===== src/rtl/detector_arbiter_if.sv =====
// Bundle between the detector arbiter, its requesters and the shared serial detector.
// The master side is the arbiter; the slave side is the requester/detector environment.
interface detector_arbiter_if #(
    parameter int N_REQ = 4,
    parameter int CNT_W = 4
);
    logic [N_REQ-1:0] req;
    logic [N_REQ-1:0] bit_in;
    logic             det_y_in;
    logic [N_REQ-1:0] gnt;
    logic             det_x_out;
    logic             det_clr_out;
    logic             busy;
    logic             done;
    logic [1:0]       done_id;
    logic [CNT_W-1:0] hit_count;

    modport master (
        input  req, bit_in, det_y_in,
        output gnt, det_x_out, det_clr_out, busy, done, done_id, hit_count
    );

    modport slave (
        output req, bit_in, det_y_in,
        input  gnt, det_x_out, det_clr_out, busy, done, done_id, hit_count
    );
endinterface


===== src/rtl/detector_arbiter.sv =====
// Round-robin time-sharing of one serial sequence detector among N_REQ requesters:
// clear, stream a fixed-length frame, count detector pulses, report with a done strobe.
module detector_arbiter #(
    parameter int N_REQ     = 4,
    parameter int FRAME_LEN = 8,
    parameter int CNT_W     = 4
) (
    input  logic                 clk,
    input  logic                 rst,
    detector_arbiter_if.master   bus
);

    localparam logic [2:0] S_IDLE   = 3'd0;
    localparam logic [2:0] S_CLEAR  = 3'd1;
    localparam logic [2:0] S_STREAM = 3'd2;
    localparam logic [2:0] S_DRAIN  = 3'd3;
    localparam logic [2:0] S_REPORT = 3'd4;

    localparam int              BC_W      = (FRAME_LEN > 2) ? $clog2(FRAME_LEN) : 1;
    localparam logic [BC_W-1:0] BIT_LAST  = BC_W'(FRAME_LEN - 1);
    localparam logic [CNT_W-1:0] HIT_MAX  = {CNT_W{1'b1}};
    localparam logic [1:0]      LAST_INIT = 2'(N_REQ - 1);

    logic [2:0]       state_q, state_d;
    logic [1:0]       sel_q, sel_d;
    logic [1:0]       last_q, last_d;
    logic [BC_W-1:0]  bit_cnt_q, bit_cnt_d;
    logic [CNT_W-1:0] hit_cnt_q, hit_cnt_d;
    logic             done_q, done_d;
    logic [1:0]       done_id_q, done_id_d;
    logic [CNT_W-1:0] hit_count_q, hit_count_d;

    logic [1:0]       pick_s;
    logic             pick_vld_s;
    logic [1:0]       idx_s;
    logic [CNT_W-1:0] hit_next_s;

    function automatic logic [CNT_W-1:0] sat_inc(input logic [CNT_W-1:0] v);
        return (v == HIT_MAX) ? v : v + CNT_W'(1);
    endfunction

    // Round-robin pick: walk offsets from farthest to nearest so the nearest set request after last wins.
    always_comb begin
        pick_s     = last_q;
        pick_vld_s = 1'b0;
        idx_s      = 2'd0;
        for (int off = N_REQ; off >= 1; off--) begin
            idx_s = 2'((int'(last_q) + off) % N_REQ);
            if (bus.req[idx_s]) begin
                pick_s     = idx_s;
                pick_vld_s = 1'b1;
            end
        end
    end

    // Detector pulse accumulated this cycle, saturating.
    always_comb begin
        if (bus.det_y_in) begin
            hit_next_s = sat_inc(hit_cnt_q);
        end else begin
            hit_next_s = hit_cnt_q;
        end
    end

    // Frame sequencing and result capture.
    always_comb begin
        state_d     = state_q;
        sel_d       = sel_q;
        last_d      = last_q;
        bit_cnt_d   = bit_cnt_q;
        hit_cnt_d   = hit_cnt_q;
        done_d      = 1'b0;
        done_id_d   = done_id_q;
        hit_count_d = hit_count_q;
        case (state_q)
            S_IDLE: begin
                if (pick_vld_s) begin
                    sel_d   = pick_s;
                    state_d = S_CLEAR;
                end else begin
                    state_d = S_IDLE;
                end
            end
            S_CLEAR: begin
                bit_cnt_d = '0;
                hit_cnt_d = '0;
                state_d   = S_STREAM;
            end
            S_STREAM: begin
                bit_cnt_d = bit_cnt_q + BC_W'(1);
                hit_cnt_d = hit_next_s;
                if (bit_cnt_q == BIT_LAST) begin
                    state_d = S_DRAIN;
                end else begin
                    state_d = S_STREAM;
                end
            end
            S_DRAIN: begin
                // Last Moore sample lands here, so the result is latched on the way into REPORT.
                hit_cnt_d   = hit_next_s;
                hit_count_d = hit_next_s;
                done_id_d   = sel_q;
                done_d      = 1'b1;
                last_d      = sel_q;
                state_d     = S_REPORT;
            end
            S_REPORT: begin
                state_d = S_IDLE;
            end
            default: begin
                state_d = S_IDLE;
            end
        endcase
    end

    // State and result registers with synchronous reset.
    always_ff @(posedge clk) begin
        if (rst) begin
            state_q     <= S_IDLE;
            sel_q       <= 2'd0;
            last_q      <= LAST_INIT;
            bit_cnt_q   <= '0;
            hit_cnt_q   <= '0;
            done_q      <= 1'b0;
            done_id_q   <= 2'd0;
            hit_count_q <= '0;
        end else begin
            state_q     <= state_d;
            sel_q       <= sel_d;
            last_q      <= last_d;
            bit_cnt_q   <= bit_cnt_d;
            hit_cnt_q   <= hit_cnt_d;
            done_q      <= done_d;
            done_id_q   <= done_id_d;
            hit_count_q <= hit_count_d;
        end
    end

    // Grant and detector input follow the state directly so the bit reaches the detector in its own cycle.
    always_comb begin
        if (state_q == S_STREAM) begin
            bus.gnt       = N_REQ'(1'b1) << sel_q;
            bus.det_x_out = bus.bit_in[sel_q];
        end else begin
            bus.gnt       = '0;
            bus.det_x_out = 1'b0;
        end
    end

    assign bus.det_clr_out = (state_q == S_CLEAR);
    assign bus.busy        = (state_q != S_IDLE);
    assign bus.done        = done_q;
    assign bus.done_id     = done_id_q;
    assign bus.hit_count   = hit_count_q;

endmodule

===== src/flat_wrapper.sv =====
// flat-port wrapper written by rule: the top's interface ports become plain ports
module detector_arbiter_flat 
#(
    parameter int N_REQ     = 4,
    parameter int FRAME_LEN = 8,
    parameter int CNT_W     = 4
)
  (clk, rst, bus_req, bus_bit_in, bus_det_y_in, bus_gnt, bus_det_x_out, bus_det_clr_out, bus_busy, bus_done, bus_done_id, bus_hit_count);
  detector_arbiter_if #(.N_REQ(N_REQ), .CNT_W(CNT_W)) bus_i ();
  input  logic clk;
  input  logic rst;
  input wire logic [$bits(bus_i.req)-1:0] bus_req;
  input wire logic [$bits(bus_i.bit_in)-1:0] bus_bit_in;
  input wire logic [$bits(bus_i.det_y_in)-1:0] bus_det_y_in;
  output wire logic [$bits(bus_i.gnt)-1:0] bus_gnt;
  output wire logic [$bits(bus_i.det_x_out)-1:0] bus_det_x_out;
  output wire logic [$bits(bus_i.det_clr_out)-1:0] bus_det_clr_out;
  output wire logic [$bits(bus_i.busy)-1:0] bus_busy;
  output wire logic [$bits(bus_i.done)-1:0] bus_done;
  output wire logic [$bits(bus_i.done_id)-1:0] bus_done_id;
  output wire logic [$bits(bus_i.hit_count)-1:0] bus_hit_count;
  assign bus_i.req = bus_req;
  assign bus_i.bit_in = bus_bit_in;
  assign bus_i.det_y_in = bus_det_y_in;
  assign bus_gnt = bus_i.gnt;
  assign bus_det_x_out = bus_i.det_x_out;
  assign bus_det_clr_out = bus_i.det_clr_out;
  assign bus_busy = bus_i.busy;
  assign bus_done = bus_i.done;
  assign bus_done_id = bus_i.done_id;
  assign bus_hit_count = bus_i.hit_count;
  detector_arbiter #(.N_REQ(N_REQ), .FRAME_LEN(FRAME_LEN), .CNT_W(CNT_W)) u_core (.clk(clk), .rst(rst), .bus(bus_i));
endmodule

===== config.mk =====
export PLATFORM = sky130hd
export DESIGN_NAME = detector_arbiter_flat
export DESIGN_NICKNAME = d
export VERILOG_FILES = /design/src/rtl/detector_arbiter_if.sv /design/src/rtl/detector_arbiter.sv /design/src/flat_wrapper.sv
export SDC_FILE = /design/constraint.sdc
export NUM_CORES = 1
export LEC_CHECK = 0
export ABC_AREA = 1
export ABC_CLOCK_PERIOD_IN_PS = 2700
export CORE_MARGIN = 2
export CORE_UTILIZATION = 30
export DETAILED_ROUTE_END_ITERATION = 8
export SYNTH_ARGS = -nofsm -noshare
export SYNTH_HDL_FRONTEND = slang
export SYNTH_SLANG_ARGS = --single-unit

===== constraint.sdc =====
create_clock -name clk -period 2.7 [get_ports clk]
set_input_delay 0.54 -clock clk [delete_from_list [all_inputs] [get_ports clk]]
set_output_delay 0.54 -clock clk [all_outputs]
set_load 0.01 [all_outputs]

==> flow_summary.yaml, run 1 <==
global_route:
  grt_pass1_wl_um: 3910
  grt_overflow: 0
  grt_pass1_vias: 920
  grt_usage_pct: 11.3
  grt_max_degree: 13
  antenna_found_initial: 0
timing:
  slew_headroom_pct: 70.5
  drv_slew: 0
  finalWorstSetupSlack_ns: 0.252
  min_period_ns: 2.45
  final_hold_viol_count: 0
  setup_viol: 0
  rsz0062_at_grt: "false"
  setup_tns_ns: 0
  finalClockSkew_ns: 0.000491
  clock.fmax_mhz: 409
  worst_slew_pin_slew_ns: 0.442
  fin_crit_sh_pct: 90.7
worst_setup_path:
  cp.required_ns: 2.16
  critical_path.max_stage_delay_ns: 0.55
  path_max_fanout: 1
  start_kind: "primary input"
  crit_buf_inv: 2
  cp_slowest_cell: "clkdlybuf4s50_1"
  cp_top_family: "buffers and inverters"
  cp.arrival_ns: 1.91
  worstPathCellList: "clkdlybuf4s50_1 -> nor3b_1 -> a31oi_1 -> a31oi_1 -> clkdlybuf4s50_1"
  critical_path_class: "in -> out"
  critPathCaptureType: "output pin"
hold_path:
  hold_class: "reg -> reg"
clock_network:
  cts_tree: "built"
  holdBufCountCts: 0
  cts_buffers: 3
  cts-htree-levels: 1
  post_cts_buffers: 0
  clk_pin_slew_ns: 0.07
  clock-root-buffer: "clkbuf_8"
  cts_resized: 0
  clockBufferDepth: 2
  cts_sinks: 21
  insertion_delay_ns: 0.26
yosys:
  yosysSeqAreaShare_pct: 35.8
  yosysWarnings: 0
  synth.net_count: 184
  yosys_register_bits: 21
  synth.area.top_cells: "dfxtp_1 (36%), nand2_1 (14%), inv_1 (6.7%), nand3_1 (5.1%), a21oi_1 (3.8%)"
  synth_cell_types: 28
  ys_async_sr_fraction_pct: 0
  synth.avg_cell_area_um2: 6.91
  synth_area_mm2: 0.00117
  synth_flop_cell: "dfxtp_1"
  synth.top_cell.area_share_pct: 35.8
  synthCells: 170
  synth_top_cell_by_area: "dfxtp_1"
  synth_edf_count: 0
layout:
  regArea_um2: 420
  diodes: 0
  layout_common_cells: "nand2_1 (45), clkdlybuf4s50_1 (24), inv_1 (21), dfxtp_1 (21), nand3_1 (12)"
  fin_cells: 243
  fin_nets: 210
  mostFrequentLayoutCell: "nand2_1"
  fin_area_mm2: 0.00151
  fill_cells: 399
  areaGrowthSynthToFinish_pct: 28.1
  multiInputGateArea_um2: 631
  drive_gt1_share_pct: 11.8
power:
  pwr-share-comb_pct: 28.3
  vdd_drop_max_mv: 0.263
  power_density_mw_per_mm2: 521
  switchingPower_mw: 0.254
  p_clk_share_pct: 26.2
  design_power_total_mw: 0.784
  swShare_pct: 32.5
  intPower_mw: 0.530
  power_leakage_nw: 0.646
  p_seq_share_pct: 45.5
drt:
  wirelength_um: 2430
  postRouteAntennaNets: 0
  drc_errors: 0
  drt-pass1-iter-count: 4
  viasPerCell: 4.53
  vias: 1100
  initialDrtViolationCount: 43
  wl_per_cell_um: 10.0
place:
  dp_slack_ns: 0.250
  portBuffers: 24
  post-place-cells: 239
  gp_congestion: 0.851
  hpwl_um: 1880
  dpl_cell_area_mm2: 0.00146
die:
  coreArea_mm2: 0.00372
  ios: 25
  die-area_mm2: 0.00443
  rows: 22
  die_x_um: 66.6
  die_h_um: 66.6
  start_util_pct: 31.6
run_status:
  status: "finished, final reports clean"
run:
  drv_cap: 0
worst paths after layout:
| check | slack [ns] | startpoint | cells after the start | end |
|---|---|---|---|---|
| setup / recovery | 0.25 | bus_bit_in[0] | 5 | bus_det_x_out |
| hold / removal | 0.47 | u_core.bit_cnt_q[0]$_SDFFE_PP0N_ | 1 | u_core.bit_cnt_q[0]$_SDFFE_PP0N_ |
| setup reg to reg | 1.14 | u_core.last_q[0]$_SDFFE_PP1P_ | 8 | u_core.sel_q[1]$_SDFFE_PP0P_ |
| hold reg to reg | 0.47 | u_core.bit_cnt_q[0]$_SDFFE_PP0N_ | 1 | u_core.bit_cnt_q[0]$_SDFFE_PP0N_ |
kinds of logic after synthesis:
logic type,after synthesis,synth area share (%)
compound gates,31,16.1
xor+xnor,1,0.746
fa+ha+maj,3,3.20
buf+inv,31,10.5
flops,21,35.8
simple gates,83,33.7
area by class of cell:
cell class,instances,area share (%)
Clock buffer,4,2.99
Timing Repair Buffer,25,16.5
Tap cell,48,3.99
Sequential cell,21,27.9
Multi-Input combinational cell,118,41.9
Inverter,27,6.73
cells in the mapped netlist, types with 2 or more instances:
master / count
nand2_2: 3
dfxtp_1: 21
o211ai_1: 2
o21ai_0: 6
nand3_1: 12
inv_2: 5
nor3_1: 6
nand2_1: 45
nand2_4: 4
a21oi_2: 2
a21oi_1: 9
inv_1: 21
o21ai_1: 6
nor2_4: 2
clkbuf_1: 3
ha_1: 3
nor2_1: 8
a31oi_1: 2
state kept, by name, summed over array words and instances (netlist names):
name and flops:
u_core.bus.hit_count 4, u_core.bus.done 1, u_core.last_q 2, u_core.state_q 3, u_core.sel_q 2, u_core.bus.done_id 2
u_core.bit_cnt_q 3, u_core.hit_cnt_q 4
power by group through the flow:
| stage | clock network (mW) | logic (mW) | registers [mW] |
|---|---|---|---|
| 6_report | 0.205 | 0.222 | 0.357 |
| 5_1_grt | 0.224 | 0.249 | 0.361 |
| 3_5_place_dp | 0 | 0.222 | 0.364 |
| 3_3_place_gp | 0 | 0.223 | 0.364 |
| 2_1_floorplan | 0 | 0.166 | 0.349 |
| 4_1_cts | 0.208 | 0.224 | 0.357 |
stage by stage:
stage	hold WS (ns)	util (%)
finish	0.468	40.5
global placement	0.450	39.3
global route	0.489	40.5
CTS	0.468	40.5
floorplan	0.429	-
detailed placement	0.453	39.3
worst reg2reg max path: cells and delay by family (launching register included):
kind	cells	cell delay, ns
DFF	1	0.60
AOI/OAI and AO/OA	2	0.32
and+or+nand+nor	4	0.31
buffers and inverters	2	0.24
layer usage:
layer / part of all wire (%) / GRT usage (%) / vias up
met4: 0.66 / 2.30 / 0
met5: 0 / 0 / -
met2: 44 / 18.9 / 25
met1: 50 / 14.6 / 483
li1: - / - / 590
met3: 5.6 / 2.70 / 2
Power figures use the tool's default switching activity.
==> inputs of run 2 (changes only) <==
CAP_MARGIN = 20   (was not set)
==> results of run 2 <==
Same layout as run 1: the final DEF is identical, and so are final timing and power.
